## config.mk

```make
export PLATFORM = sky130hd
export DESIGN_NAME = skeeball_game_ctrl
export DESIGN_NICKNAME = d
export VERILOG_FILES = /design/src/rtl/skeeball_pkg.sv /design/src/rtl/skeeball_hole_encoder.sv /design/src/rtl/skeeball_game_ctrl.sv
export SDC_FILE = /design/constraint.sdc
export NUM_CORES = 1
export LEC_CHECK = 0
export ABC_AREA = 1
export CORE_MARGIN = 10
export CORE_UTILIZATION = 55
export CTS_CLUSTER_DIAMETER = 150
export DETAILED_ROUTE_END_ITERATION = 10
export GPL_TIMING_DRIVEN = 0
export PLACE_DENSITY = 0.79
export SYNTH_ARGS = -nofsm -noshare
export SYNTH_HDL_FRONTEND = slang
export SYNTH_SLANG_ARGS = --single-unit
```

## constraint.sdc

```tcl
create_clock -name clk -period 2.6 [get_ports clk]
set_clock_uncertainty 0.1 [all_clocks]
set_input_delay 0.26 -clock clk [delete_from_list [all_inputs] [get_ports clk]]
set_output_delay 0.26 -clock clk [all_outputs]
set_load 0.01 [all_outputs]
```

## src/rtl/skeeball_pkg.sv

```systemverilog
// Shared definitions for the skeeball game sequencer: state encodings,
// per-hole point values and default build parameters.
package skeeball_pkg;

    // Game state encoding, matches the external one-hot state decoder.
    typedef enum logic [1:0] {
        ST_MENU   = 2'b00,
        ST_PLAY   = 2'b01,
        ST_FINISH = 2'b10,
        ST_SCORE  = 2'b11
    } state_e;

    // Width of a single ball's point value (max 100).
    localparam int PTS_W = 7;

    // Point value of each hole, hole[0]..hole[5].
    localparam logic [PTS_W-1:0] PTS_HOLE0 = 7'd10;
    localparam logic [PTS_W-1:0] PTS_HOLE1 = 7'd20;
    localparam logic [PTS_W-1:0] PTS_HOLE2 = 7'd30;
    localparam logic [PTS_W-1:0] PTS_HOLE3 = 7'd40;
    localparam logic [PTS_W-1:0] PTS_HOLE4 = 7'd50;
    localparam logic [PTS_W-1:0] PTS_HOLE5 = 7'd100;

    // Default build parameters.
    localparam int DEF_NUM_BALLS   = 9;
    localparam int DEF_HOLD_CYCLES = 50000000;
    localparam int DEF_SCORE_W     = 10;

endpackage

```

## src/rtl/skeeball_hole_encoder.sv

```systemverilog
// Priority encoder for the six ball-in-hole sensors. When several sensors
// fire in the same cycle the highest-value hole wins.
module skeeball_hole_encoder
    import skeeball_pkg::*;
(
    input  logic [5:0]       hole,
    output logic [PTS_W-1:0] points,
    output logic             valid
);

    // Highest-value set bit selects the point value; no bit set means no hit.
    always_comb begin
        points = 7'd0;
        valid  = 1'b1;
        casez (hole)
            6'b1?????: points = PTS_HOLE5;
            6'b01????: points = PTS_HOLE4;
            6'b001???: points = PTS_HOLE3;
            6'b0001??: points = PTS_HOLE2;
            6'b00001?: points = PTS_HOLE1;
            6'b000001: points = PTS_HOLE0;
            default: begin
                points = 7'd0;
                valid  = 1'b0;
            end
        endcase
    end

endmodule

```

## src/rtl/skeeball_game_ctrl.sv

```systemverilog
// Skeeball game sequencer: menu -> playing -> finish -> last score -> menu.
// Accumulates score per ball, counts balls remaining and latches the last
// completed score. Optional high-score tracking is enabled by defining
// SKEEBALL_HIGH_SCORE_EN, which adds the high_score and new_high outputs.
module skeeball_game_ctrl
    import skeeball_pkg::*;
#(
    parameter int NUM_BALLS   = DEF_NUM_BALLS,
    parameter int HOLD_CYCLES = DEF_HOLD_CYCLES,
    parameter int SCORE_W     = DEF_SCORE_W
) (
    input  logic               clk,
    input  logic               reset,
    input  logic               start_btn,
    input  logic [5:0]         hole,
    input  logic               gutter,
    output logic [1:0]         state,
    output logic [SCORE_W-1:0] score,
    output logic [SCORE_W-1:0] last_score,
    output logic [3:0]         balls_left,
    output logic               game_over
`ifdef SKEEBALL_HIGH_SCORE_EN
    ,
    output logic [SCORE_W-1:0] high_score,
    output logic               new_high
`endif
);

    localparam int                 TIMER_W    = (HOLD_CYCLES > 1) ? $clog2(HOLD_CYCLES) : 1;
    localparam logic [TIMER_W-1:0] TIMER_LAST = TIMER_W'(HOLD_CYCLES - 1);
    localparam logic [3:0]         BALLS_INIT = 4'(NUM_BALLS);

    // Unsigned add that pins at all-ones if the score width is undersized.
    function automatic logic [SCORE_W-1:0] add_sat(input logic [SCORE_W-1:0] a,
                                                   input logic [PTS_W-1:0]   b);
        logic [SCORE_W:0] full;
        full = {1'b0, a} + (SCORE_W + 1)'(b);
        if (full[SCORE_W]) begin
            return {SCORE_W{1'b1}};
        end else begin
            return full[SCORE_W-1:0];
        end
    endfunction

    state_e             state_r, state_nxt_s;
    logic               btn_q_r;
    logic [TIMER_W-1:0] timer_r, timer_nxt_s;
    logic [SCORE_W-1:0] score_r, score_nxt_s;
    logic [SCORE_W-1:0] last_score_r, last_score_nxt_s;
    logic [3:0]         balls_r, balls_nxt_s;
    logic               game_over_r, game_over_nxt_s;

    logic               press_s;
    logic [PTS_W-1:0]   hole_pts_s;
    logic               hole_hit_s;
    logic               ball_accept_s;
    logic               last_ball_s;
    logic               timer_done_s;
    logic [SCORE_W-1:0] sum_s;

`ifdef SKEEBALL_HIGH_SCORE_EN
    logic [SCORE_W-1:0] high_score_r, high_score_nxt_s;
    logic               new_high_r, new_high_nxt_s;
`endif

    skeeball_hole_encoder u_hole_enc (
        .hole   (hole),
        .points (hole_pts_s),
        .valid  (hole_hit_s)
    );

    // A gutter return alone scores 0; a hole hit in the same cycle takes precedence.
    assign press_s       = start_btn & ~btn_q_r;
    assign ball_accept_s = (state_r == ST_PLAY) && (gutter || hole_hit_s) && (balls_r != 4'd0);
    assign last_ball_s   = (balls_r == 4'd1);
    assign timer_done_s  = (timer_r == TIMER_LAST);
    assign sum_s         = add_sat(score_r, hole_hit_s ? hole_pts_s : 7'd0);

    // State register and all registered datapath/outputs.
    always_ff @(posedge clk) begin
        if (reset) begin
            state_r      <= ST_MENU;
            btn_q_r      <= 1'b0;
            timer_r      <= '0;
            score_r      <= '0;
            last_score_r <= '0;
            balls_r      <= BALLS_INIT;
            game_over_r  <= 1'b0;
`ifdef SKEEBALL_HIGH_SCORE_EN
            high_score_r <= '0;
            new_high_r   <= 1'b0;
`endif
        end else begin
            state_r      <= state_nxt_s;
            btn_q_r      <= start_btn;
            timer_r      <= timer_nxt_s;
            score_r      <= score_nxt_s;
            last_score_r <= last_score_nxt_s;
            balls_r      <= balls_nxt_s;
            game_over_r  <= game_over_nxt_s;
`ifdef SKEEBALL_HIGH_SCORE_EN
            high_score_r <= high_score_nxt_s;
            new_high_r   <= new_high_nxt_s;
`endif
        end
    end

    // Next-state selection from button edge, last ball and hold timer.
    always_comb begin
        state_nxt_s = state_r;
        case (state_r)
            ST_MENU: begin
                if (press_s) state_nxt_s = ST_PLAY;
                else         state_nxt_s = ST_MENU;
            end
            ST_PLAY: begin
                if (ball_accept_s && last_ball_s) state_nxt_s = ST_FINISH;
                else                              state_nxt_s = ST_PLAY;
            end
            ST_FINISH: begin
                if (press_s || timer_done_s) state_nxt_s = ST_SCORE;
                else                         state_nxt_s = ST_FINISH;
            end
            ST_SCORE: begin
                if (press_s || timer_done_s) state_nxt_s = ST_MENU;
                else                         state_nxt_s = ST_SCORE;
            end
            default: state_nxt_s = ST_MENU;
        endcase
    end

    // Next values for timer, score, ball count and game-over pulse.
    always_comb begin
        score_nxt_s      = score_r;
        last_score_nxt_s = last_score_r;
        balls_nxt_s      = balls_r;
        game_over_nxt_s  = 1'b0;
        timer_nxt_s      = '0;

        // The timer restarts on every state change and only runs in the hold states.
        if (state_nxt_s != state_r) begin
            timer_nxt_s = '0;
        end else if ((state_r == ST_FINISH) || (state_r == ST_SCORE)) begin
            timer_nxt_s = timer_r + {{(TIMER_W-1){1'b0}}, 1'b1};
        end else begin
            timer_nxt_s = '0;
        end

        case (state_r)
            ST_MENU: begin
                if (press_s) begin
                    score_nxt_s = '0;
                    balls_nxt_s = BALLS_INIT;
                end else begin
                    score_nxt_s = score_r;
                end
            end
            ST_PLAY: begin
                if (ball_accept_s) begin
                    score_nxt_s = sum_s;
                    balls_nxt_s = balls_r - 4'd1;
                    if (last_ball_s) begin
                        game_over_nxt_s  = 1'b1;
                        last_score_nxt_s = sum_s;
                    end else begin
                        game_over_nxt_s  = 1'b0;
                    end
                end else begin
                    score_nxt_s = score_r;
                end
            end
            ST_FINISH: score_nxt_s = score_r;
            ST_SCORE:  score_nxt_s = score_r;
            default:   score_nxt_s = score_r;
        endcase
    end

`ifdef SKEEBALL_HIGH_SCORE_EN
    // High-score capture at game end; new_high lasts until the menu is re-entered.
    always_comb begin
        high_score_nxt_s = high_score_r;
        new_high_nxt_s   = new_high_r;
        if (ball_accept_s && last_ball_s && (sum_s > high_score_r)) begin
            high_score_nxt_s = sum_s;
            new_high_nxt_s   = 1'b1;
        end else if ((state_nxt_s == ST_MENU) && (state_r != ST_MENU)) begin
            new_high_nxt_s   = 1'b0;
        end else begin
            new_high_nxt_s   = new_high_r;
        end
    end

    assign high_score = high_score_r;
    assign new_high   = new_high_r;
`endif

    assign state      = state_r;
    assign score      = score_r;
    assign last_score = last_score_r;
    assign balls_left = balls_r;
    assign game_over  = game_over_r;

endmodule
```

Word level (Yosys, flattened, before mapping)
Cells that the tools add are included.
W data, S select, Z words.
{ "classes": {"addsub": 3, "eq_ne": 13, "n_mux": 16, "bitwise_logic": 6, "n_reduce_logical": 16} }
{ "op_table": {"columns": ["operator", "count"], "rows": [
  ["$pmux W7 S6", 1],
  ["$mux W10", 3],
  ["$add A26 B1 Y26 const B", 1],
  ["$eq A26 B26 Y1 const B", 1],
  ["$pmux W10 S2", 1],
  ["$add A10 B7 Y11", 1],
  ["$reduce_and A3 Y1", 3],
  ["$eq A4 B1 Y1 const B", 2],
  ["$mux W4", 2],
  ["$pmux W2 S4", 1],
  ["$pmux W4 S2", 1],
  ["$mux W7", 1],
  ["$eq A6 B1 Y1 const B", 1],
  ["$reduce_or A3 Y1", 2],
  ["$reduce_or A6 Y1", 1],
  ["$eq A5 B1 Y1 const B", 1],
  ["$not A1 Y1", 5],
  ["$eq A2 B1 Y1 const B", 2],
  ["$eq A2 B2 Y1 const B", 2],
  ["$mux W1", 4],
  ["$mux W2", 2],
  ["$ne A2 B2 Y1 const B", 2],
  ["$reduce_bool A4 Y1", 1],
  ["$sub A4 B1 Y4 const B", 1],
  ["8 further kinds", 12]
]} }
{ "totals": {"regBits": 54, "in_bits": 10, "word_cells": 61} }

Longest topological paths before layout
{ "logic_depth": {"ltp_word": 11, "depth_mapped": 17, "depth_no_buf": 17} }

Modules after synthesis
Synthesis repeated with hierarchy kept, for this count alone.
{ "hier_totals": {"hier_cells": 437, "hier_area_um2": 3109.2} }
{ "by_module_without_submodules": {"columns": ["module", "instances", "cells_per_inst", "area_each_um2", "seq_area_each_um2"], "rows": [
  ["skeeball_game_ctrl", 1, 416, 2994.1, 1081.0],
  ["skeeball_hole_encoder", 1, 21, 115.1, 0.0]
]} }

Least setup slack after synthesis
Ideal clock, no wire load.
{ "synth_path": {"path_kind": "input port to flip-flop", "startpoint": "input hole[4]", "endpoint": "register score_r[9] (netlist: score[9])", "setup_ns": 0.132, "arrival_ns": 1.939, "required_ns": 2.368, "setup_slack_ns": 0.428, "cell_stages": 16, "path_buffers": 0, "cell_sequence": "nor2_1 > inv_1 > nor2_1 > inv_1 > o22ai_1 > ha_1 > inv_1 > fa_1 > inv_1 > nand3_1 > nand2_1 > nand3_1 > nand3_1 > nand2_1 > o21ai_0 > a21oi_1"} }
{ "synth_between": {"elab_chain_cells": 8, "elab_cells_between_ends": 18, "classes_between": "1 x add/sub; 6 x eq/ne; 6 x mux; 5 x reduce/logical"} }
{ "synth_rtl": {"columns": ["item", "line_no", "source"], "rows": [
  ["from (decl)", "skeeball_game_ctrl.sv:15", "input logic [5:0] hole,"],
  ["$eq A6 B1 Y1 (tied with other cells)", "skeeball_hole_encoder.sv:15", "casez (hole)"],
  ["$reduce_or A6 Y1 (no line)", null, null],
  ["$mux W1", "skeeball_hole_encoder.sv:15", null],
  ["$mux W7 or $logic_or A1 B1 Y1 (tied branches)", "skeeball_game_ctrl.sv:77, skeeball_game_ctrl.sv:74", null],
  ["$add A10 B7 Y11 or $logic_and A1 B1 Y1 (tied branches)", "skeeball_game_ctrl.sv:37, skeeball_game_ctrl.sv:74", null],
  ["$mux W10 or $logic_and A1 B1 Y1 (tied branches)", "skeeball_game_ctrl.sv:38, skeeball_game_ctrl.sv:74", null],
  ["$mux W10 or $ne A2 B2 Y1 (tied branches)", null, null],
  ["$pmux W10 S2 or $reduce_and A3 Y1 (tied branches)", null, null],
  ["to (signal assigned)", "skeeball_game_ctrl.sv:97", "score_r <= score_nxt_s;"],
  ["to (decl)", "skeeball_game_ctrl.sv:48", "logic [SCORE_W-1:0] score_r, score_nxt_s;"]
]} }
Several ways; a longest one is shown, not always the timed one. The select of a mux whose other input is x is not followed.
A chain may end at the register's enable or synchronous reset.

Worst setup path in the final report
{ "layout_path": {"startpoint": "input hole[4]", "endpoint": "register last_score_r[1] (netlist: last_score[1])"} }
{ "layout_between": {"elab_chain_cells": 7, "elab_cells_between_ends": 15, "classes_between": "1 x add/sub; 5 x eq/ne; 4 x mux; 5 x reduce/logical"} }
{ "layout_rtl": {"columns": ["item", "line_no", "source"], "rows": [
  ["branches (longest 7 deep; another with $add A10 B7 Y11)", null, null],
  ["to (signal assigned)", "skeeball_game_ctrl.sv:98", "last_score_r <= last_score_nxt_s;"],
  ["to (decl)", "skeeball_game_ctrl.sv:49", "logic [SCORE_W-1:0] last_score_r, last_score_nxt_s;"]
]} }
Several ways; the timed one is not identified.

==> flow_metrics.tcl <==
set metrics [dict create \
    nFillCells 440 \
    power_density_nw_per_um2 462 \
    cts_tree "yes" \
    cts_buffers 5 \
    fmax_mhz 401 \
    path_cells "clkdlybuf4s50_1 > nor2_2 > inv_1 > nor2_1 > o21ai_0 > o21ai_1 > ha_1 > nand2_1 > o21ai_0 > nand2_1 > nand3_4 > or2_2 > nor2_1 > nor2_1" \
    vias 2797 \
    async_reset_ff_share_pct 0 \
    rows 26 \
    path_delay_family "simple AND/OR/NAND/NOR gates" \
    cts_hold_buf 0 \
    synth.area.top_cells "dfxtp_1 37%, nand2_1 9.9%, inv_1 8.2%" \
    diodes 0 \
    core_area_um2 5170 \
    multi_input_area_um2 1620 \
    final_hold_viol_count 0 \
    routedWlPerCell_um 13.2 \
    synth_area_um2 2960 \
    clkTransAtPathRegs_ns 0.09 \
    drt-pass1-iter-count 4 \
    gp_congestion 0.892 \
    place_ws_ns -0.371 \
    wl_mm 7.15 \
    crit_arrival_ns 2.60 \
    synth_cell_types 33 \
    synth_top_area_share_pct 36.5 \
    ys.flop_type "dfxtp_1" \
    fin_crit_ns 2.49 \
    dieArea_um2 8710 \
    slew_headroom_pct 70.1 \
    yosysTopAreaCell "dfxtp_1" \
    ctsRootBufferMaster "clkbuf_8" \
    start_util_pct 57.2 \
    grt_max_degree 16 \
    drive_above_1_share_pct 10.4 \
    top_usage_layer "met2" \
    grt_first_pass_wirelength_mm 12.0 \
    required_ns 2.70 \
    postRouteAntennaNets 0 \
    slew_viol_final 0 \
    layout_common_cells "78 x nand2_1, 64 x inv_1, 59 x nor2_1" \
    die_h_um 93.4 \
    grt_use_met2_pct 25.2 \
    layout.nets 492 \
    clkLatencyLatePin_ns 0.31 \
    synth-seq-cells 54 \
    synthToLayoutAreaGrowth_pct 20.9 \
    ir_worst_vdd_mv 0.431 \
    cp_slowest_cell "clkdlybuf4s50_1" \
    path_class "input pin to register" \
    grt_antenna_before_repair 0 \
    grt_usage_pct 16.5 \
    drv_cap 0 \
    register_area_um2 1080 \
    startpoint_type "input pin" \
    cts_buffer_depth 2 \
    layout_commonest_cell "nand2_1" \
    finalCritPeriodShare_pct 95.9 \
    setup_viol 0 \
    grt_pass1_vias 2563 \
    io_pins 37 \
    setup_ws_ns 0.107 \
    htree_num_levels 2 \
    grt_use_met1_pct 22.0 \
    cp-end-kind "register" \
    hold_path_class "input pin to register" \
    grt_overflow 0 \
    die_w_um 93.4 \
    use_met3_pct 4.88 \
    worstPathMaxFanout 7 \
    vias_per_cell 5.16 \
    drt_iter0_drc 235 \
    whs_ns 0.234 \
    hpwl_mm 5.40 \
    portBuffers 35 \
    power_leakage_nw 1.47 \
    syn_nets 445 \
    ys_seq_area_share_pct 36.5 \
    status "finished clean" \
    path_buf_inv 2 \
    syn_avg_cell_area_um2 6.96 \
    critical_path.max_stage_delay_ns 0.44 \
    worstMarginPinSlew_ns 0.448 \
    synth-warning-count 0 \
    cpMostUsedCell "nor2_1" \
    synth_edf_count 0 \
    drc 0 \
    synthCells 425 \
    cts_sinks 54 \
]
-- cells by family (layout without fill, tap and decap cells) --
family | Yosys count | after routing | synth area share (%)
AOI/OAI and AO/OA | 53 | 53 | 9.89
xor gates and xnor gates | 28 | 28 | 8.29
adders and majority gates | 10 | 10 | 4.48
buffers and inverters | 72 | 119 | 9.68
DFF | 54 | 54 | 36.5
and+or+nand+nor | 208 | 208 | 31.1
-- worst reg2reg max path, stage by stage (launching register included) --
cell,delay [ns]
dfxtp_1,0.42
inv_1,0.09
ha_1,0.25
a21oi_2,0.19
nand3_2,0.17
nand2_1,0.10
inv_1,0.04
nand2_1,0.05
nand2_1,0.06
nor2_1,0.11
nand2_2,0.16
buf_6,0.21
nor2_2,0.09
-- layout make-up --
type / count / area share (%)
Clock inverter: 1 / 0.839
Sequential cell: 54 / 30.2
Multi-Input combinational cell: 299 / 45.2
Tap cell: 70 / 2.45
Timing Repair Buffer: 40 / 10.9
Clock buffer: 6 / 2.31
Buffer: 6 / 1.08
Inverter: 66 / 6.99
-- report_power, final --
part | switching (mW) | total, mW | internal, mW
Combinational | 0.126 | 0.221 | 0.0948
Sequential | 0.0168 | 0.859 | 0.842
Clock | 0.264 | 0.572 | 0.308
-- worst paths after layout --
path | startpoint | endpoint | slack [ns] | cells after the start
min reg2reg | timer_r[0]$_SDFF_PP0_ | timer_r[0]$_SDFF_PP0_ | 0.39 | 1
max | hole[4] | last_score[1]$_SDFFE_PP0P_ | 0.11 | 14
min | reset | balls_left[1]$_SDFFE_PP0P_ | 0.23 | 2
max reg2reg | balls_left[0]$_SDFFE_PP1P_ | timer_r[9]$_SDFF_PP0_ | 0.51 | 12
-- layer usage --
layer | share of wire (%) | up-vias
li1 | - | 1432
met1 | 48 | 1277
met2 | 44 | 81
met3 | 7.5 | 7
met4 | 1.0 | 0
met5 | 0 | -
-- what timing repair did --
item / in CTS / in global routing
buffers inserted: 2 / 3
pin swaps: 2 / 3
gates resized for setup: 3 / 8
endpoints found under the setup margin: 5 / 15
-- stage by stage --
step | utilization, % | power, mW | std cells | area [um^2] | TNS (ns)
after global routing | 69.2 | 1.72 | 542 | 3580 | -0.217
after CTS | 68.3 | 1.65 | 539 | 3530 | 0
after global placement | 65.7 | 1.08 | 530 | 3400 | -4.00
after detailed placement | 65.7 | 1.08 | 530 | 3400 | -4.34
final | 69.2 | 1.65 | 542 | 3580 | 0
after floorplan | - | 1.00 | 425 | 2960 | 0
-- sequential cells by signal (all words and copies together), names as in the netlist --
| register | count |
|---|---|
| timer_r | 26 |
| last_score | 10 |
| score | 10 |
| balls_left | 4 |
| state | 2 |
| btn_q_r | 1 |
| game_over | 1 |
-- cell usage after synthesis (3+ instances only) --
master and n:
nor3_1 7, nor2_1 60, xnor2_1 12, a21oi_1 15, xor2_1 16, inv_1 65, nor2_2 22, nand4_1 8
nand2_1 78, dfxtp_1 54, ha_1 9, o21ai_0 26, clkbuf_1 3, nand3_1 25
(Power assumes the default switching activity.)
==> edit (same flow settings) <==
The package constant `DEF_HOLD_CYCLES` goes from 50000000 to 100000000.
--- a/src/rtl/skeeball_pkg.sv
+++ b/src/rtl/skeeball_pkg.sv
@@ -23,7 +23,7 @@
 
     // Default build parameters.
     localparam int DEF_NUM_BALLS   = 9;
-    localparam int DEF_HOLD_CYCLES = 50000000;
+    localparam int DEF_HOLD_CYCLES = 100000000;
     localparam int DEF_SCORE_W     = 10;
 
 endpackage
Function: no difference found for any inputs over 10 cycles, from zero or initial values and one cycle with reset high; that may be too few to reach the edited logic, so the function may still have changed.
==> edit against the unedited design <==
Core utilization down 2.3 points; area after synthesis increased by 2.8%; worst setup slack better by 5.3 ps; sequential share of layout area is 0.072 points higher; sequential cell count increased by 1; synthesized cell count is 0.71% higher; via count shrank 1.1%; total power decreased by 3.1%; cell area up 1.6%; worst hold slack improved by 120 ps; cell count up 1.1%; routed wire length decreased by 4.4%; die area grew 2.2%; critical path type unchanged.
==> edit: results (changes against the unedited design) <==
stage	metric	value	unit	change
synthesis	synth_common_cells	80 x inv_1, 73 x nand2_1, 55 x dfxtp_1		
global_route	antenna_found_initial	0		unchanged
clock_tree	clockRootBuffer	clkbuf_8		
route	drt_wl_total	6840	um	-4.4%
clock_tree	cts_htree_levels	2		unchanged
clock_tree	clkLatencyLatePin	320	ps	
synthesis	ys_types	34		+3.0%
synthesis	synth_flop_cell	dfxtp_1		
global_route	met1_usage	0.197		-0.0223
route	drtIter0Drc	135		-43%
route	dr.pass1.iters	5		+1
layout	nNetsFinal	495		+0.61%
place	place.port_buffers	36		+2.9%
clock_tree	numCtsBuffers	5		unchanged
clock_tree	clkTransAtPathRegs	90	ps	about the same
synthesis	syn_nets	448		+0.67%
place	gp_congestion	0.924		+3.5%
layout	drive_gt1_frac	0.107		+0.00333
sta	worstMarginPinSlew	483	ps	+35.1 ps
critical_path	critPathMaxFanout	3		-4
layout	antenna_cells	0		unchanged
place	hpwl	5370	um	-0.55%
global_route	grt_util_met3	0.0500		+0.00120
global_route	grt_max_degree	17		+1
synthesis	yosys_warnings	0		unchanged
critical_path	arrival	2600	ps	about the same
synthesis	synthTopCellsByArea	dfxtp_1 36%, inv_1 9.9%, nand2_1 9.0%		
sta	tns	0	ps	unchanged
synthesis	yosysSeqAreaShare	0.362		-0.00334
global_route	grtUsageMet2	0.260		+0.00799
global_route	grt_pass1_vias	2617		+2.1%
global_route	grt_pass1_wl	11600	um	-2.9%
synthesis	syn_inst	428		+0.71%
power_and_ir_drop	peakVddDrop	0.309	mV	-28%
global_route	grt_use_total	0.160		-0.00548
power_and_ir_drop	leakagePower	1.53	nW	+4.3%
run_status	outcome	finished, final reports clean		
route	via_per_inst	5.05		-2.2%
place	placed_cell_area	0.00349	mm^2	+2.8%
hold_path	hold_class	reg2reg		
power_and_ir_drop	p_int	1.17	mW	-6.5%
layout	largest-register	timer_r		
clock_tree	clk_path_buf_depth	2		unchanged
place	preCtsSetupSlack	-476	ps	-105 ps
synthesis	async_flop_share	0		unchanged
layout	largest_reg_flops	27		+3.8%
[edit: power groups by stage]
stage	sequential, mW	combinational (mW)	clock (mW)
2_1_floorplan	0.908	0.136	0
3_5_place_dp	0.902	0.236	0
5_1_grt	0.887	0.275	0.523
4_1_cts	0.884	0.238	0.496
6_report	0.883	0.247	0.470
3_3_place_gp	0.903	0.230	0
[edit: cells by family after synthesis]
logic type      count (synthesis)  synth area share
xor+xnor                       32            0.0921
buf+inv                        88             0.118
simple gates                  192             0.293
fa+ha+maj                      10            0.0436
compound gates                 51            0.0917
flops                          55             0.362
[edit: cell type report]
class / count / area, um^2
plain buffers: 7 / 53.8
clock buffers: 7 / 76.3
clock inverters: 1 / 8.76
fillers: 473 / 1800
inverters: 81 / 307
multi-input cells: 285 / 1610
flip-flops and latches: 55 / 1100
well taps: 72 / 90.1
repair buffers: 40 / 393
[edit: layer usage]
layer	up-vias	routed length, um	part of all wire
li1	1430	-	-
met1	1254	3050	0.45
met2	74	3250	0.48
met3	8	444	0.065
met4	0	88	0.013
met5	-	0	0
[edit: what timing repair did]
item	in CTS	in global routing
pin swaps	0	5
hold endpoints to repair	0	0
setup endpoints to repair	9	20
resized for setup	2	10
setup buffers	0	4
[edit: path summary, 6_finish.rpt]
check,startpoint,end,slack [ps],cells past startpoint
min,timer_r[0],timer_r[0],350,1
min reg2reg,timer_r[0],timer_r[0],350,1
max reg2reg,timer_r[0],timer_r[24],450,13
max,hole[4],last_score[9],110,17
[edit: stage by stage]
| step | cells | hold slack (ps) | total power, mW |
|---|---|---|---|
| 2_1_floorplan | 428 | 293 | 1.04 |
| 3_3_place_gp | 536 | 331 | 1.13 |
| 3_5_place_dp | 536 | 344 | 1.14 |
| 4_1_cts | 544 | 361 | 1.62 |
| 5_1_grt | 548 | 388 | 1.69 |
| 6_report | 548 | 354 | 1.60 |
[edit: critical path: stages]
cell and delay (ps):
clkdlybuf4s50_1 390, inv_1 100, nand2_1 80, nor2_2 160, inv_2 60, o22ai_2 90
ha_2 190, inv_1 60, fa_2 350, inv_1 80, nand4_1 100, o211ai_1 200
nand2_1 100, nand2_1 70, nand3_1 100, o21bai_1 130, inv_1 50
